File: src/rtl/serial_word_assembler_pkg.sv
// Shared definitions for the serial word assembler: FSM encoding and default delimiters.
package serial_word_assembler_pkg;

  typedef enum logic {
    StCollect = 1'b0,
    StHold    = 1'b1
  } state_e;

  localparam logic [7:0] DelimSpace   = 8'h20;
  localparam logic [7:0] DelimNewline = 8'h0A;

endpackage

File: src/rtl/serial_word_assembler_word_buffer_ram.sv
// Word byte buffer: one synchronous write port, one asynchronous read port, no reset.
module word_buffer_ram #(
  parameter int unsigned DEPTH = 16
) (
  input  logic       clk,
  input  logic       wr_en,
  input  logic [3:0] wr_addr,
  input  logic [7:0] wr_data,
  input  logic [3:0] rd_addr,
  output logic [7:0] rd_data
);

  logic [7:0] r_mem [DEPTH];

  // Store one byte per accepted non-delimiter.
  always_ff @(posedge clk) begin
    if (wr_en) begin
      r_mem[wr_addr] <= wr_data;
    end
  end

  assign rd_data = r_mem[rd_addr];

endmodule

File: src/rtl/serial_word_assembler.sv
// Pulls bytes from a serial receiver, splits them into delimiter-separated words and
// holds each completed word until the consumer acknowledges it.
module serial_word_assembler
  import serial_word_assembler_pkg::*;
#(
  parameter int unsigned MAX_LEN = 16,
  parameter logic [7:0]  DELIM_A = DelimSpace,
  parameter logic [7:0]  DELIM_B = DelimNewline
) (
  input  logic       clk,
  input  logic       rst,
  input  logic [7:0] rx_data,
  input  logic       rx_no_data,
  output logic       rx_read,
  output logic       word_valid,
  output logic [4:0] word_len,
  output logic       word_overflow,
  input  logic [3:0] word_rd_addr,
  output logic [7:0] word_rd_data,
  input  logic       word_ack,
  output logic [7:0] word_count
);

  localparam logic [4:0] LenMax = 5'(MAX_LEN);

  state_e     r_state;
  state_e     w_state_nxt;
  logic [4:0] r_len;
  logic [4:0] w_len_nxt;
  logic       r_ovf;
  logic       w_ovf_nxt;
  logic [7:0] r_count;
  logic [7:0] w_count_nxt;
  logic       w_we;
  logic       w_accept;
  logic       w_is_delim;

  assign w_accept   = (r_state == StCollect) && !rx_no_data;
  assign w_is_delim = (rx_data == DELIM_A) || (rx_data == DELIM_B);

  // State, length, overflow flag and word counter registers.
  always_ff @(posedge clk or posedge rst) begin
    if (rst) begin
      r_state <= StCollect;
      r_len   <= 5'd0;
      r_ovf   <= 1'b0;
      r_count <= 8'd0;
    end else begin
      r_state <= w_state_nxt;
      r_len   <= w_len_nxt;
      r_ovf   <= w_ovf_nxt;
      r_count <= w_count_nxt;
    end
  end

  // Next-state logic: collect bytes until a delimiter or a full buffer, then hold for ack.
  always_comb begin
    w_state_nxt = r_state;
    w_len_nxt   = r_len;
    w_ovf_nxt   = r_ovf;
    w_count_nxt = r_count;
    w_we        = 1'b0;
    unique case (r_state)
      StCollect: begin
        if (w_accept) begin
          if (w_is_delim) begin
            // Delimiters on an empty buffer are dropped so delimiter runs make no empty words.
            if (r_len != 5'd0) begin
              w_state_nxt = StHold;
              w_ovf_nxt   = 1'b0;
              w_count_nxt = r_count + 8'd1;
            end
          end else begin
            w_we      = 1'b1;
            w_len_nxt = r_len + 5'd1;
            if ((r_len + 5'd1) == LenMax) begin
              w_state_nxt = StHold;
              w_ovf_nxt   = 1'b1;
              w_count_nxt = r_count + 8'd1;
            end
          end
        end
      end
      StHold: begin
        if (word_ack) begin
          w_state_nxt = StCollect;
          w_len_nxt   = 5'd0;
          w_ovf_nxt   = 1'b0;
        end
      end
      default: w_state_nxt = StCollect;
    endcase
  end

  word_buffer_ram #(
    .DEPTH(MAX_LEN)
  ) u_word_buffer_ram (
    .clk    (clk),
    .wr_en  (w_we),
    .wr_addr(r_len[3:0]),
    .wr_data(rx_data),
    .rd_addr(word_rd_addr),
    .rd_data(word_rd_data)
  );

  assign rx_read       = (r_state == StCollect);
  assign word_valid    = (r_state == StHold);
  assign word_len      = r_len;
  assign word_overflow = r_ovf;
  assign word_count    = r_count;

endmodule

File: config.mk
export PLATFORM = sky130hd
export DESIGN_NAME = serial_word_assembler
export DESIGN_NICKNAME = d
export VERILOG_FILES = /design/src/rtl/serial_word_assembler_pkg.sv /design/src/rtl/serial_word_assembler_word_buffer_ram.sv /design/src/rtl/serial_word_assembler.sv
export SDC_FILE = /design/constraint.sdc
export NUM_CORES = 1
export LEC_CHECK = 0
export CAP_MARGIN = 0
export CORE_AREA = 5 5 127 129
export CTS_BUF_LIST = sky130_fd_sc_hd__clkbuf_4
export CTS_CLUSTER_DIAMETER = 50
export CTS_CLUSTER_SIZE = 8
export DETAILED_ROUTE_END_ITERATION = 8
export DIE_AREA = 0 0 132 134
export GPL_TIMING_DRIVEN = 0
export PLACE_DENSITY = 0.53
export SYNTH_ARGS = -nofsm -noshare
export SYNTH_HDL_FRONTEND = slang
export SYNTH_SLANG_ARGS = --single-unit
File: constraint.sdc
create_clock -name clk -period 3.8 [get_ports clk]
set_input_delay 0.38 -clock clk [delete_from_list [all_inputs] [get_ports clk]]
set_output_delay 0.38 -clock clk [all_outputs]
set_load 0.02 [all_outputs]
==> out/metrics.csv, run 1 <==
metric,value,unit
fin_ws,0.318,ns
ir_drop,0.236,mV
vias_per_cell,5.19,
cts_tree,yes,
drc,0,
grt_max_degree,19,
htree_levels,4,
portBuffers,36,
vias,2830,
synth_ff_type,edfxtp_1,
synth.top_cells.by_count,"edfxtp_1, mux4_2, dfrtp_1",
num_rows,45,
synth_cell_types,38,
p_switching,986,uW
ff2ff_setup_slack,1.19,ns
worstSkewPairLatency,0.55,ns
hp-class,input port to asynchronous set/reset pin,
synth_top_area_cell,edfxtp_1,
reg2reg_depth,4,
status,"finished, final reports clean",
pwr-share-clk,30.1,%
p_comb_share,17.5,%
hpwl,8.04,mm
cp_slowest_cell,clkdlybuf4s50_1,
clk_path_buf_depth,2,
routed_wl,12.2,mm
finalNetCount,365,
critical_path.top_delay_family,buffers and inverters,
drt-initial-drc-count,227,
power.density,537,nW/um^2
synth.most_common_cell,edfxtp_1,
seq_power_share,52.4,%
endpoint,word_rd_data[1],
n_antenna_cell,0,
worstPathArrival,3.10,ns
async_reset_ff_share,10.5,%
regToRegEndpoint,u_word_buffer_ram.r_mem[11][3]$_DFFE_PP_,
clk_pin_slew,0.12,ns
fin_skew,0.0155,ns
seq_area_frac_synth,72.6,%
core_area,14900,sq um
die_w,132,um
ctsResizeCount,0,
preCtsSetupSlack,0.0374,ns
synth.cell_area,5810,sq um
maxSlewViolCount,0,
cp_num_cells,5,
max_cap_violations,0,
p_leak,0.00223,uW
cts-buffers-inserted,17,
synthTopCellsByArea,"edfxtp_1, mux4_2, dfrtp_1",
ff_latch_area,4220,sq um
worst-path-buf-inv,3,
post_drt_wl_per_cell,22.4,um
drive_gt1_share,26.6,%
nFillCells,1268,
synthCells,286,
fin_crit_sh,91.6,%
multiInputGateArea,1540,sq um
dieArea,17700,sq um
area_delta_synth_final,17.0,%
cts-root-buf,clkbuf_4,
critPathKind,input port to output port,
final-hold-violation-count,0,
cp-startpoint,word_rd_addr[1],
dpl_cell_area,6470,sq um
synth_fp_nets,307,
grt_pass1_vias,3006,
fp.dieH,134,um
setup_violations,0,
antenna_found_initial,0,
relSlewSlack,19.5,%
synth_edf_count,128,
rsz0062_at_grt,false,
fin_crit,3.48,ns
p_sw_share,27.0,%
start_util,39.0,%
tns,0,ns
cp_cell_sequence,clkdlybuf4s50_1 -> clkbuf_1 -> mux4_2 -> mux4_2 -> clkdlybuf4s50_1,
p_int,2660,uW
yosysWarningCount,0,
gp_congestion,0.725,
cpPeakStageDelay,0.62,ns
crit_path_start_kind,input port,
grt_first_pass_wirelength,18.7,mm
setup.worst_path.end_class,output port,
timing.rr.start,word_valid$_DFF_PP0_,
track_usage,14.6,%
total_power,3650,uW
tightest_slew,1.20,ns
cts_setup_buffers,0,
clock_sinks,143,
drtAntennaViolNets,0,
hold_buffers,0,
drt_first_pass_iters,4,
cp.required,3.42,ns
hold_slack,0.188,ns
synth_top_cell_area_share,66.1,%
syn_area_per_cell,20.3,sq um
fmax,287,MHz
ios,40,
design_area,6800,sq um
critPathMaxFanout,10,
yosys_register_bits,143,
overflow,0,
==> area by class of cell <==
type,count,share of cell area [%]
plain buffers,13,0.957
clock buffers,19,2.10
clock inverters,13,2.74
inverters,8,0.442
multi-input cells,122,22.6
flip-flops and latches,143,62.1
well taps,188,3.46
repair buffers,39,5.63
==> cells by family (layout without fill, tap and decap cells) <==
logic type	after synthesis	in the layout	synth area share, %
compound gates	13	13	1.94
mux	42	42	15.9
buf+inv	21	92	1.64
fa+ha+maj	5	5	1.08
simple gates	53	53	5.47
flops	143	143	72.6
xor+xnor	9	9	1.36
==> worst reg2reg max path: stages, from the launching register on <==
cell     delay (ns)
dfrtp_1        0.43
nor2_2         0.39
inv_1          0.15
or3_1          0.50
nor3b_2        0.77
==> layer usage <==
layer | wire [um] | vias to the layer above | track usage [%]
li1 | - | 1290 | -
met5 | 0 | - | 0
met3 | 422 | 17 | 3.75
met4 | 200 | 0 | 5.49
met1 | 5640 | 1475 | 20.0
met2 | 5950 | 48 | 22.7
==> cell usage in the layout, fill, tap and decap left out, types with 2 or more instances in the layout <==
| master | instances |
|---|---|
| and3_1 | 8 |
| nor3_1 | 2 |
| nor4b_2 | 3 |
| edfxtp_1 | 128 |
| inv_1 | 8 |
| o22ai_1 | 3 |
| clkinv_2 | 3 |
| nor2_1 | 7 |
| nand3_1 | 6 |
| buf_2 | 4 |
| nand4_1 | 3 |
| xnor2_1 | 9 |
| nand2_1 | 8 |
| nor3b_2 | 3 |
| buf_4 | 3 |
| buf_1 | 2 |
| clkdlybuf4s50_1 | 36 |
| clkbuf_4 | 19 |
| o21ai_0 | 4 |
| clkinv_4 | 2 |
| inv_6 | 3 |
| clkbuf_1 | 5 |
| ha_1 | 5 |
| nand2b_1 | 2 |
| dfrtp_1 | 15 |
| bufinv_16 | 4 |
| mux4_2 | 40 |
==> registers in the layout, summed over array words and instances (netlist names) <==
name                     flops
u_word_buffer_ram.r_mem    128
word_overflow                1
word_count                   8
word_len                     5
word_valid                   1
==> stage by stage <==
| stage | utilization (%) | cells |
|---|---|---|
| floorplan | - | 286 |
| global placement | 42.9 | 510 |
| detailed placement | 43.4 | 513 |
| CTS | 45.6 | 545 |
| global route | 45.6 | 545 |
| finish | 45.6 | 545 |
==> worst min-delay path by stage <==
stage | startpoint | endpoint
3_3_place_gp | word_count[7]$_DFFE_PP0P_ | word_count[7]$_DFFE_PP0P_
2_1_floorplan | rst | word_count[0]$_DFFE_PP0P_
4_1_cts | rst | word_len[4]$_DFFE_PP0P_
6_report | rst | word_len[0]$_DFFE_PP0P_
5_1_grt | rst | word_len[0]$_DFFE_PP0P_
3_5_place_dp | word_count[7]$_DFFE_PP0P_ | word_count[7]$_DFFE_PP0P_
==> power groups by stage <==
| stage | registers [uW] | clock network, uW | logic (uW) |
|---|---|---|---|
| 2_1_floorplan | 1970 | 0 | 337 |
| 3_3_place_gp | 1950 | 0 | 610 |
| 3_5_place_dp | 1950 | 0 | 647 |
| 4_1_cts | 1920 | 1130 | 650 |
| 5_1_grt | 1930 | 1190 | 692 |
| 6_report | 1910 | 1100 | 638 |
Power figures use the tool's default switching activity.
==> run 2, diff against run 1 <==
Settings changed: CORE_AREA 5 5 127 129 to 5 5 128 130, DIE_AREA 0 0 132 134 to 0 0 133 135, SYNTH_HIERARCHICAL set to 1.
Clock period 3.8 ns to 3.5 ns, I/O delays scaled along.
==> out/metrics.csv, run 2 <==
metric,value,unit
status,"finished, final reports clean",
grt_first_pass_wirelength,19.4,mm
synth.most_common_cell,edfxtp_1,
regMostFlops,u_word_buffer_ram/r_mem,
num_rows,45,
power.density,533,nW/um^2
setup.worst_path.end_class,flip-flop,
routed_wl,12.3,mm
fmax,292,MHz
synthTopCellsByArea,"edfxtp_1, mux4_2, dfrtp_1",
async_reset_ff_share,10.5,%
drc,0,
hpwl,7.73,mm
synth_cell_types,48,
drive_gt1_share,19.2,%
clock_sinks,143,
synth_edf_count,128,
worstPathArrival,3.58,ns
ir_drop,0.324,mV
vias,3074,
hold_buffers,0,
utilization,45.1,%
grt_pass1_vias,3291,
portBuffers,38,
setup_violations,0,
fin_ws,0.0744,ns
synth_top_area_cell,edfxtp_1,
cp.required,3.65,ns
cts-root-buf,clkbuf_4,
syn_area_per_cell,19.2,sq um
drt-initial-drc-count,243,
final-hold-violation-count,0,
n_antenna_cell,0,
grt_max_degree,20,
critPathKind,input port to flip-flop,
cts_setup_buffers,0,
worstSkewPairLatency,0.53,ns
tightest_slew,0.909,ns
maxSlewViolCount,0,
use_met1,20.7,%
drt_first_pass_iters,4,
post_drt_wl_per_cell,21.9,um
max_cap_violations,0,
ctsResizeCount,0,
drtAntennaViolNets,0,
hold_slack,0.179,ns
start_util,39.1,%
dieArea,18000,sq um
synth_top_cell_area_share,65.3,%
yosys_register_bits,143,
fin_crit_sh,97.9,%
crit_path_start_kind,input port,
seq_area_frac_synth,71.7,%
met2_usage,22.4,%
cp-startpoint,rx_data[3],
largest_register_ffs,128,
preCtsSetupSlack,-0.577,ns
clk_pin_slew,0.12,ns
top_usage_layer,met2,
gp_congestion,0.690,
tns,0,ns
fp.dieH,135,um
layout_common_cells,"edfxtp_1, clkdlybuf4s50_1, mux4_2",
finalNetCount,382,
relSlewSlack,39.2,%
rsz0062_at_grt,true,
area_delta_synth_final,15.1,%
final_common_cell,edfxtp_1,
clk_path_buf_depth,2,
nFillCells,1340,
core_area,15000,sq um
synth.top_cells.by_count,"edfxtp_1, mux4_2, nand2_1",
die_w,133,um
overflow,0,
yosysWarningCount,6,
synth_ff_type,edfxtp_1,
ios,40,
synth_fp_nets,325,
fin_skew,0.0204,ns
vias_per_cell,5.46,
hp-class,input port to asynchronous set/reset pin,
critPathMaxFanout,18,
cts-buffers-inserted,17,
synthCells,306,
htree_levels,4,
fin_crit,3.43,ns
timing.rr.start,word_valid$_DFF_PP0_,
total_power,3610,uW
reg2reg_depth,7,
p_leak,0.00228,uW
use_met3,4.43,%
antenna_found_initial,0,
synth.cell_area,5880,sq um
cts_tree,yes,
track_usage,14.8,%
run 2: power by group:
| part | internal, uW | switching, uW | total, uW |
|---|---|---|---|
| clock network | 405 | 572 | 977 |
| registers | 2000 | 97.8 | 2090 |
| logic | 232 | 305 | 537 |
| total | 2630 | 975 | 3610 |
run 2: path summary, 6_finish.rpt:
check                      slack, ns                                 endpoint
max                             0.07  u_word_buffer_ram/r_mem[1][3]$_DFFE_PP_
min                             0.18                word_count[4]$_DFFE_PP0P_
max reg2reg                     0.41  u_word_buffer_ram/r_mem[1][3]$_DFFE_PP_
min reg2reg                     0.48                word_count[7]$_DFFE_PP0P_
max in group asynchronous       2.93                  word_len[2]$_DFFE_PP0P_
min in group clk                0.44                     word_valid$_DFF_PP0_
run 2: cell families (layout without fill, tap and decap cells):
logic type	Yosys count	count (layout)	synth area share, %
xor gates and xnor gates	8	8	1.19
AOI/OAI and AO/OA	31	31	4.49
DFF	143	143	71.7
adders and majority gates	3	3	0.638
buffers and inverters	20	89	2.15
and+or+nand+nor	67	67	6.25
muxes	34	34	13.6
run 2: cell type report:
cell class / count / area, sq um / share of cell area, %
buffer: 12 / 96.3 / 1.42
clock buffer: 17 / 128 / 1.88
tap: 188 / 235 / 3.47
timing repair buffer: 38 / 380 / 5.62
clock inverter: 14 / 126 / 1.87
multi-input combinational: 143 / 1560 / 23.0
sequential: 143 / 4220 / 62.3
inverter: 8 / 30.0 / 0.443
run 2: metal layers:
layer,vias up,share of wire [%]
met2,84,47
met4,0,1.3
met1,1616,47
met3,12,4.8
li1,1362,-
met5,-,0
run 2: worst max-delay path, cell delays in order:
cell and delay, ns:
clkdlybuf4s50_1 0.94, or3b_1 0.29, a211o_1 0.20, or2b_1 0.23
buf_2 0.17, inv_1 0.16, or3b_2 0.52, nor2_1 0.71
run 2: per-stage QoR:
stage	cell area, sq um	cells
final	6770	563
after global routing	6770	563
after CTS	6760	563
after detailed placement	6500	532
after global placement	6500	532
after floorplan	5880	306
